==> config.mk <==
export PLATFORM = sky130hd
export DESIGN_NAME = event_pulse_stretcher
export DESIGN_NICKNAME = d
export VERILOG_FILES = /design/src/rtl/audio_fx_pkg.sv /design/src/rtl/event_pulse_stretcher_pulse_timer.sv /design/src/rtl/event_pulse_stretcher.sv
export SDC_FILE = /design/constraint.sdc
export NUM_CORES = 1
export LEC_CHECK = 0
export CORE_UTILIZATION = 41
export CTS_BUF_LIST = sky130_fd_sc_hd__clkbuf_4 sky130_fd_sc_hd__clkbuf_8
export CTS_CLUSTER_DIAMETER = 50
export DETAILED_ROUTE_END_ITERATION = 16
export DONT_BUFFER_PORTS = 1
export PLACE_DENSITY_LB_ADDON = 0.1
export RECOVER_POWER = 25
export SETUP_SLACK_MARGIN = 0.1
export SLEW_MARGIN = 25
export SYNTH_ARGS = -nofsm -noshare
export SYNTH_HDL_FRONTEND = slang
export SYNTH_HIERARCHICAL = 1
export SYNTH_SLANG_ARGS = --single-unit
==> constraint.sdc <==
create_clock -name clk -period 5.75 [get_ports clk]
set_input_delay 1.15 -clock clk [delete_from_list [all_inputs] [get_ports clk]]
set_output_delay 1.15 -clock clk [all_outputs]
set_load 0.02 [all_outputs]
==> src/rtl/audio_fx_pkg.sv <==
// Shared definitions for the audio effects status/indicator logic.
//   state_t       : pulse stretcher FSM states
//   C_*_DEF       : default timing and sizing for a 10 MHz system clock
package audio_fx_pkg;

  typedef enum logic [1:0] {
    IDLE = 2'd0,
    HOLD = 2'd1,
    GAP  = 2'd2
  } state_t;

  localparam int C_HOLD_DEF    = 100_000;  // 10 ms LED on-time
  localparam int C_GAP_DEF     = 50_000;   // 5 ms forced off-time
  localparam int C_PEND_MAX_DEF = 7;
  localparam int C_CNT_W_DEF   = 20;
  localparam int C_PEND_W_DEF  = 3;

endpackage

==> src/rtl/event_pulse_stretcher_pulse_timer.sv <==
// pulse_timer: loadable up-counter with a terminal-count flag, shared by the
// hold and gap phases of the pulse stretcher.
//   clk, rst_n : clock, async active-low reset
//   start      : reload the count to zero on the next edge
//   limit      : phase length in clocks (>= 1); done flags count == limit-1
//   done       : combinational terminal-count flag
module pulse_timer #(
  parameter int c_cnt_w = 20
) (
  input  logic               clk,
  input  logic               rst_n,
  input  logic               start,
  input  logic [c_cnt_w-1:0] limit,
  output logic               done
);

  localparam logic [c_cnt_w-1:0] ONE = c_cnt_w'(1);

  logic [c_cnt_w-1:0] count;
  logic [c_cnt_w-1:0] last;

  assign last = limit - ONE;
  assign done = (count == last);

  // Stops at the terminal value instead of wrapping. The limit input can
  // switch to a shorter phase while the count is parked (e.g. in IDLE), so
  // the hold-off uses < rather than != to stay bounded.
  always_ff @(posedge clk or negedge rst_n) begin
    if (!rst_n)           count <= '0;
    else if (start)       count <= '0;
    else if (count < last) count <= count + ONE;
  end

endmodule

==> src/rtl/event_pulse_stretcher.sv <==
// event_pulse_stretcher: turns short internal events into fixed-length LED
// blinks with a guaranteed off-gap. Events that arrive during a blink are
// queued (saturating) and replayed as separate blinks.
//   clk, rst_n : clock, async active-low reset
//   i_event    : event request; each rising edge is one event
//   i_clear    : drop queued events and clear the overflow flag
//   o_led      : stretched LED drive
//   o_busy     : FSM not idle (rises together with o_led)
//   o_pending  : queued events not yet displayed
//   o_overflow : sticky, an event was dropped on a full queue
module event_pulse_stretcher
  import audio_fx_pkg::*;
#(
  parameter int c_hold_limit  = C_HOLD_DEF,
  parameter int c_gap_limit   = C_GAP_DEF,
  parameter int c_pending_max = C_PEND_MAX_DEF,
  parameter int c_cnt_w       = C_CNT_W_DEF,
  parameter int c_pend_w      = C_PEND_W_DEF
) (
  input  logic                clk,
  input  logic                rst_n,
  input  logic                i_event,
  input  logic                i_clear,
  output logic                o_led,
  output logic                o_busy,
  output logic [c_pend_w-1:0] o_pending,
  output logic                o_overflow
);

  localparam logic [c_pend_w-1:0] PEND_ONE = c_pend_w'(1);
  localparam logic [c_pend_w-1:0] PEND_MAX = c_pend_w'(c_pending_max);

  state_t              state, state_nxt;
  logic                r_event_d;
  logic                ev_edge, act_edge;
  logic                queue_ev;
  logic [c_pend_w-1:0] pend_nxt, pend_eff;
  logic                ovf_nxt;
  logic                tmr_start, tmr_done;
  logic [c_cnt_w-1:0]  tmr_limit;

  assign ev_edge   = i_event & ~r_event_d;
  // While a blink is running, a clear wins over a simultaneous edge and
  // also hides the queue from the gap-exit decision.
  assign act_edge  = ev_edge & ~i_clear;
  assign pend_eff  = i_clear ? '0 : o_pending;
  assign tmr_limit = (state == GAP) ? c_cnt_w'(c_gap_limit) : c_cnt_w'(c_hold_limit);

  pulse_timer #(.c_cnt_w(c_cnt_w)) u_timer (
    .clk   (clk),
    .rst_n (rst_n),
    .start (tmr_start),
    .limit (tmr_limit),
    .done  (tmr_done)
  );

  always_comb begin
    state_nxt = state;
    pend_nxt  = o_pending;
    ovf_nxt   = o_overflow;
    tmr_start = 1'b0;
    queue_ev  = 1'b0;
    case (state)
      IDLE: begin
        if (ev_edge) begin
          state_nxt = HOLD;
          tmr_start = 1'b1;
        end
      end
      HOLD: begin
        queue_ev = act_edge;
        if (tmr_done) begin
          state_nxt = GAP;
          tmr_start = 1'b1;
        end
      end
      GAP: begin
        if (tmr_done) begin
          if (pend_eff != '0 || act_edge) begin
            state_nxt = HOLD;
            tmr_start = 1'b1;
          end else begin
            state_nxt = IDLE;
          end
          // An edge on the exit cycle replaces the dequeued event.
          if (pend_eff != '0 && !act_edge) pend_nxt = o_pending - PEND_ONE;
        end else begin
          queue_ev = act_edge;
        end
      end
      default: state_nxt = IDLE;
    endcase
    if (queue_ev) begin
      if (o_pending < PEND_MAX) pend_nxt = o_pending + PEND_ONE;
      else                      ovf_nxt  = 1'b1;
    end
    if (i_clear) begin
      pend_nxt = '0;
      ovf_nxt  = 1'b0;
    end
  end

  always_ff @(posedge clk or negedge rst_n) begin
    if (!rst_n) begin
      state      <= IDLE;
      r_event_d  <= 1'b1;  // a level already high at reset release is not an event
      o_led      <= 1'b0;
      o_busy     <= 1'b0;
      o_pending  <= '0;
      o_overflow <= 1'b0;
    end else begin
      state      <= state_nxt;
      r_event_d  <= i_event;
      o_led      <= (state_nxt == HOLD);
      o_busy     <= (state_nxt != IDLE);
      o_pending  <= pend_nxt;
      o_overflow <= ovf_nxt;
    end
  end

endmodule

==> flow_summary.yaml, run 1 <==
outcome:
  status: "completed"
routing:
  dr_total_vias: 2144
  wirelength_mm: 5.620
  wl_per_cell_um: 14.01
  drt_iter0_markers: 78
  final_antenna_net_count: 0
  vias_per_cell: 5.347
  drcViolationCount: 0
  first_pass_iters: 4
setup_path:
  cpPeakStageDelay_ns: 0.63
  crit_type: "register to register"
  slowest_stage: "nor3_1"
  required_ns: 5.92
  end_kind: "register"
  arrival_ns: 5.10
  start_kind: "register"
  path_cells: "inv_1, ha_1, buf_4, inv_1, buf_4, nor4_1, nand2_1, nor3_1, xnor2_1, ha_1, nand4_1, nor4_2, inv_1, nor3_1, and3b_1, a21oi_1, a2bb2oi_1, nor2_1, buf_4, nor2b_1, mux2_2"
  path_max_fanout: 23
  rr_worst_depth: 21
grt:
  grtUsageTotal_pct: 18.89
  grt_max_degree: 36
  grt_pass1_wl_mm: 9.515
  grt.overflow.total: 0
  grt_pass1_vias: 1988
  antenna_found_initial: 0
die:
  core_area_sq_mm: 0.006026
  start_util_pct: 43.15
  die-area_sq_mm: 0.006664
  ios: 10
  die_x_um: 81.64
  rows: 28
  dieHeight_um: 81.64
cts:
  cts_tree: "built"
  cts.root.buffer_cell: "clkbuf_8"
  cts_made_buffers: 5
  clk_latency_ns: 0.28
  cts_sinks: 29
  cts_setup_buffers: 0
  htreeDepth: 2
  clock_path_buffers: 2
  post_cts_resized: 0
  ctsHoldBuffers: 0
  clkSlewWorstSetupHoldPaths_ns: 0.07
cells_and_area:
  fin_nets: 357
  layout-drive-gt1-share_pct: 9.816
  fin_cells: 401
  n_fill_cell: 595
  area_delta_synth_final_pct: 9.432
  n_antenna_cell: 0
  final_core_util_pct: 47.22
pwr:
  p_clk_share_pct: 24.5
  seq_power_share_pct: 43.9
  power_density_mw_per_mm2: 240.2
  power.internal_uw: 419.9
  power_frac_comb_pct: 31.5
  swShare_pct: 38.56
  p_leak_nw: 1.208
  peakVddDrop_mv: 0.1477
  p_sw_uw: 263.6
logic_synthesis:
  synth_edf_count: 0
  ys_seq_area_share_pct: 27.96
  syn-cell-area_sq_mm: 0.002600
  syn_avg_cell_area_sq_um: 8.935
  netlist_instances: 291
  ys.flop_type: "dfrtp_1"
  ys_ff_latch: 29
  async_flop_share_pct: 100.0
  synth_cell_type_count: 62
  yosysWarningCount: 6
sta:
  final.setup_skew_ns: 0.009930
  finalSetupTns_ns: 0
  worstMarginPinSlew_ns: 0.7389
  hold-worst-slack_ns: 0.5513
  fin_crit_ns: 4.924
  maxSlewHeadroom_pct: 50.36
  fmax_mhz: 203.1
  slew_viol_final: 0
  setup_viol_count_final: 0
  hold_viol: 0
  rsz0062_at_grt: "false"
  period_share_pct: 85.64
placed_design:
  portBuffers: 0
  gp_congestion: 0.7638
  dp_hpwl_mm: 4.123
  placed_cells: 393
hold_path:
  worstHoldPathType: "input port to asynchronous set/reset pin"
flow_run:
  maxCapViolations: 0
## kinds of logic (layout without fill, tap and decap cells)
family / count (synthesis) / count (layout) / synth area share [%]
adders and majority gates: 28 / 28 / 13.47
buffers and inverters: 24 / 24 / 5.293
other: 2 / 37 / 0.2888
AOI/OAI and AO/OA: 68 / 68 / 17.47
muxes: 4 / 4 / 1.877
and+or+nand+nor: 118 / 118 / 27.57
DFF: 29 / 29 / 27.96
xor gates and xnor gates: 18 / 18 / 6.063
## cell type report
| type | count | area, sq um | area share (%) |
|---|---|---|---|
| multi-input combinational | 273 | 1867 | 65.61 |
| sequential | 29 | 726.9 | 25.55 |
| tap | 75 | 93.84 | 3.298 |
| clock buffer | 6 | 76.32 | 2.682 |
| inverter | 13 | 48.80 | 1.715 |
| timing repair buffer | 3 | 22.52 | 0.7916 |
| clock inverter | 2 | 10.01 | 0.3518 |
## sequential cells by signal, indices dropped and copies added, names as in the netlist
| name | cells |
|---|---|
| o_led | 1 |
| o_busy | 1 |
| r_event_d | 1 |
| state | 2 |
| u_timer/count | 20 |
| o_pending | 3 |
| o_overflow | 1 |
## layout by cell type, fill, tap and decap left out, drive strengths merged, types with 3 or more instances in the layout
cell type | synthesis | layout
xor2 | 5 | 5
nor2 | 20 | 20
buf | 4 | 3
nand3b | 4 | 4
conb | 2 | 37
nand2 | 19 | 19
o21ai | 7 | 7
nor3 | 9 | 9
nand3 | 10 | 10
inv | 13 | 13
ha | 28 | 28
nor2b | 7 | 7
clkbuf | 7 | 6
a21oi | 30 | 30
dfrtp | 28 | 28
xnor2 | 13 | 13
and2 | 3 | 3
nor4 | 8 | 8
and4 | 3 | 3
nand4 | 8 | 8
or4 | 16 | 16
and3 | 5 | 5
o31ai | 15 | 15
mux2 | 4 | 4
## power groups by stage
| stage | clock network (mW) | registers, mW | logic [mW] |
|---|---|---|---|
| floorplan | 0 | 0.288 | 0.184 |
| global placement | 0 | 0.303 | 0.213 |
| finish | 0.168 | 0.300 | 0.216 |
| CTS | 0.177 | 0.300 | 0.216 |
| global route | 0.186 | 0.307 | 0.247 |
| detailed placement | 0 | 0.303 | 0.216 |
## metal layers
| layer | GRT usage [%] | wire length (um) | vias to the layer above |
|---|---|---|---|
| met3 | 3.778 | 111 | 7 |
| met2 | 30.08 | 2560 | 14 |
| met5 | 0 | 0 | - |
| met1 | 26.04 | 2893 | 1002 |
| met4 | 4.737 | 55 | 0 |
| li1 | - | - | 1121 |
## worst max-delay path, delay by kind of cell, from the launching register on
| kind | cells | cell delay [ns] |
|---|---|---|
| multiplexers | 1 | 0.26 |
| adder cells (fa/ha/maj) | 2 | 0.44 |
| XOR/XNOR | 1 | 0.12 |
| AO/OA/AOI/OAI | 2 | 0.23 |
| flip-flops | 1 | 0.40 |
| AND/OR/NAND/NOR | 9 | 2.41 |
| buffers and inverters | 6 | 0.94 |
## final timing paths
path	from	to	slack, ns
hold / removal	rst_n	u_timer/count[8]$_DFFE_PN0P_	0.55
min in group clk	u_timer/count[9]$_DFFE_PN0P_	u_timer/count[9]$_DFFE_PN0P_	0.57
setup / recovery	state[0]$_DFF_PN0_	u_timer/count[6]$_DFFE_PN0P_	0.83
hold reg to reg	u_timer/count[9]$_DFFE_PN0P_	u_timer/count[9]$_DFFE_PN0P_	0.57
setup reg to reg	state[0]$_DFF_PN0_	u_timer/count[6]$_DFFE_PN0P_	0.83
max in group asynchronous	rst_n	r_event_d$_DFF_PN1_	5.01
## per-stage QoR
stage | instance area, sq um | power, mW | setup slack (ns)
after global placement | 2759 | 0.5162 | 0.9993
after floorplan | 2731 | 0.4721 | 0.8713
after CTS | 2845 | 0.6930 | 0.7937
after global routing | 2845 | 0.7400 | 0.3613
after detailed placement | 2759 | 0.5188 | 0.8184
final | 2845 | 0.6835 | 0.8256
## synth_stat cells (3+ instances only)
cell	count	area (sq um)
nor2_1	20	75.07
a21oi_1	29	145.1
nor3_1	9	45.04
nand3b_1	4	30.03
nand3_1	9	45.04
xnor2_1	13	113.9
nor2b_1	5	31.28
o21ai_0	5	25.02
nor4_1	6	37.54
dfrtp_1	28	700.7
nand4_1	7	43.79
nand2_1	18	67.56
xor2_1	5	43.79
inv_1	13	48.80
clkbuf_1	4	15.01
ha_1	28	350.3
or4_1	16	120.1
buf_6	3	33.78
o31ai_1	15	112.6
and2_1	3	18.77
mux2_2	3	33.78
(Power assumes the default switching activity.)
==> run 2, diff against run 1 <==
==> constraint.sdc (replaced) <==
create_clock -name clk -period 5.84 [get_ports clk]
set_input_delay 1.168 -clock clk [delete_from_list [all_inputs] [get_ports clk]]
set_output_delay 1.168 -clock clk [all_outputs]
set_load 0.02 [all_outputs]
==> run 2 against run 1 <==
Against the previous run:
- sequential share of layout area down 0.30 points
- via count up 0.79%
- flip-flop and latch count unchanged
- clock power up 33%
- core utilization up 0.56 points
- hold slack better by 0.023 ns
- first-iteration DRC count up 44%
- critical path depth down 3
- non-clock buffer count unchanged
- global-route usage up 0.40 points
- register-to-register slack better by 0.03 ns
- critical path type unchanged
- critical endpoint is now u_timer/count[5]$_DFFE_PN0P_
- largest power group unchanged
- highest routed layer unchanged
==> flow_summary.yaml, run 2 (synthesized netlist as in run 1, its figures left out) <==
placed_design:
  placed_area_sq_mm: 0.002759
  portBuffers: 0
  dp_hpwl_mm: 4.253
  gp_congestion: 0.8889
setup_path:
  rrSetupSlack_ns: 0.85
  startpoint: "state[0]$_DFF_PN0_"
  rr_endpoint: "u_timer/count[5]$_DFFE_PN0P_"
  start_kind: "register"
  path_max_fanout: 12
  rr_worst_depth: 18
  arrival_ns: 5.14
  crit_type: "register to register"
  timing.rr.start: "state[0]$_DFF_PN0_"
  end_kind: "register"
  cp-endpoint: "u_timer/count[5]$_DFFE_PN0P_"
  required_ns: 6.00
sta:
  maxSlewHeadroom_pct: 45.89
  slew_viol_final: 0
  rsz0062_at_grt: "false"
  hold-worst-slack_ns: 0.5748
  finalSetupTns_ns: 0
  fmax_mhz: 200.5
  final.setup_skew_ns: 0.004512
  hold_viol: 0
  setup_viol_count_final: 0
  period_share_pct: 85.41
  fin_crit_ns: 4.988
  worstMarginPinSlew_ns: 0.8086
routing:
  wl_per_cell_um: 14.30
  final_antenna_net_count: 0
  vias_per_cell: 5.389
  dr_total_vias: 2161
  drt_iter0_markers: 112
  wirelength_mm: 5.734
  first_pass_iters: 4
  drcViolationCount: 0
hold_path:
  worstHoldPathType: "input port to asynchronous set/reset pin"
pwr:
  power_density_mw_per_mm2: 254.4
  p_leak_nw: 1.221
  peakVddDrop_mv: 0.1410
cells_and_area:
  layout-drive-gt1-share_pct: 9.816
  fin_nets: 357
  final_area_sq_mm: 0.002879
  reg.largest.list: "u_timer/count: 20 flops, o_pending: 3 flops, state: 2 flops"
  seq_area_sq_um: 726.9
  regMostFlops: "u_timer/count"
  n_fill_cell: 600
  multi_input_area_sq_mm: 0.001867
  layout_commonest_cell: "conb_1"
  n_antenna_cell: 0
  area_delta_synth_final_pct: 10.73
  layout_common_cells: "conb_1 (37), a21oi_1 (29), ha_1 (28), dfrtp_1 (28), nor2_1 (20)"
  largest_reg_flops: 20
cts:
  cts_made_buffers: 5
  clkSlewWorstSetupHoldPaths_ns: 0.07
  post_cts_resized: 0
  clk_latency_ns: 0.28
  cts_setup_buffers: 0
  cts_tree: "built"
  cts.root.buffer_cell: "clkbuf_8"
  htreeDepth: 2
  ctsHoldBuffers: 0
  clock_path_buffers: 2
  cts_sinks: 29
die:
  die-area_sq_mm: 0.006664
  die_x_um: 81.64
  rows: 28
  start_util_pct: 43.15
  dieHeight_um: 81.64
  ios: 10
  core_area_sq_mm: 0.006026
grt:
  grtUsageTotal_pct: 19.29
  grt_pass1_vias: 1949
  grt_max_degree: 36
  grt_pass1_wl_mm: 9.618
  grt.overflow.total: 0
  antenna_found_initial: 0
outcome:
  status: "completed"
flow_run:
  maxCapViolations: 0
-- run 2: cell types whose count changed in the layout (fill, tap and decap cells not counted), sizes merged --
cell,previous run,this run
bufinv,0,1
clkbuf,6,7
clkinv,2,0
-- run 2: area by class of cell --
| cell class | count | share of cell area [%] |
|---|---|---|
| inverters | 13 | 1.695 |
| multi-input cells | 273 | 64.84 |
| clock inverters | 1 | 1.043 |
| repair buffers | 3 | 0.7823 |
| well taps | 75 | 3.259 |
| flip-flops and latches | 29 | 25.25 |
| clock buffers | 7 | 3.129 |
-- run 2: worst max-delay path, stage by stage, from the launching register on --
cell	delay (ns)
dfrtp_1	0.40
inv_1	0.11
ha_1	0.27
inv_1	0.09
nor4_1	0.33
nand2_1	0.14
nor3_1	0.35
xnor2_1	0.11
ha_1	0.28
nand4_1	0.13
nor4_2	0.36
inv_1	0.09
nor3_1	0.64
and3b_1	0.30
a21oi_1	0.08
a2bb2oi_1	0.15
nor2_1	0.64
buf_4	0.34
a21oi_1	0.06
-- run 2: worst min path at each step --
stage	slack, ns	end	cells after the start
after floorplan	0.52	u_timer/count[19]$_DFFE_PN0P_	2
after global placement	0.57	u_timer/count[18]$_DFFE_PN0P_	2
after detailed placement	0.57	u_timer/count[19]$_DFFE_PN0P_	2
after CTS	0.56	u_timer/count[2]$_DFFE_PN0P_	0
after global routing	0.55	u_timer/count[12]$_DFFE_PN0P_	0
final	0.57	u_timer/count[2]$_DFFE_PN0P_	0
-- run 2: stage by stage --
step | instances | total power [mW] | setup slack (ns) | util, %
2_1_floorplan | 326 | 0.4649 | 0.9613 | -
3_3_place_gp | 393 | 0.5104 | 1.180 | 45.78
3_5_place_dp | 393 | 0.5106 | 0.9106 | 45.78
4_1_cts | 401 | 0.7379 | 0.8806 | 47.78
5_1_grt | 401 | 0.7924 | 0.3596 | 47.78
6_report | 401 | 0.7324 | 0.8518 | 47.78
-- run 2: power breakdown --
| group | switching [mW] | leakage (nW) | internal (mW) |
|---|---|---|---|
| Combinational | 0.126 | 0.770 | 0.0859 |
| Sequential | 0.0573 | 0.389 | 0.240 |
| Clock | 0.0790 | 0.0619 | 0.144 |
| Total | 0.262 | 1.22 | 0.470 |
-- run 2: layer usage --
layer | global-route usage [%] | vias up | share of wire [%]
met4 | 6.491 | 0 | 1.4
met5 | 0 | - | 0
li1 | - | 1127 | -
met2 | 30.17 | 28 | 45
met1 | 25.99 | 999 | 51
met3 | 4.556 | 7 | 2.9
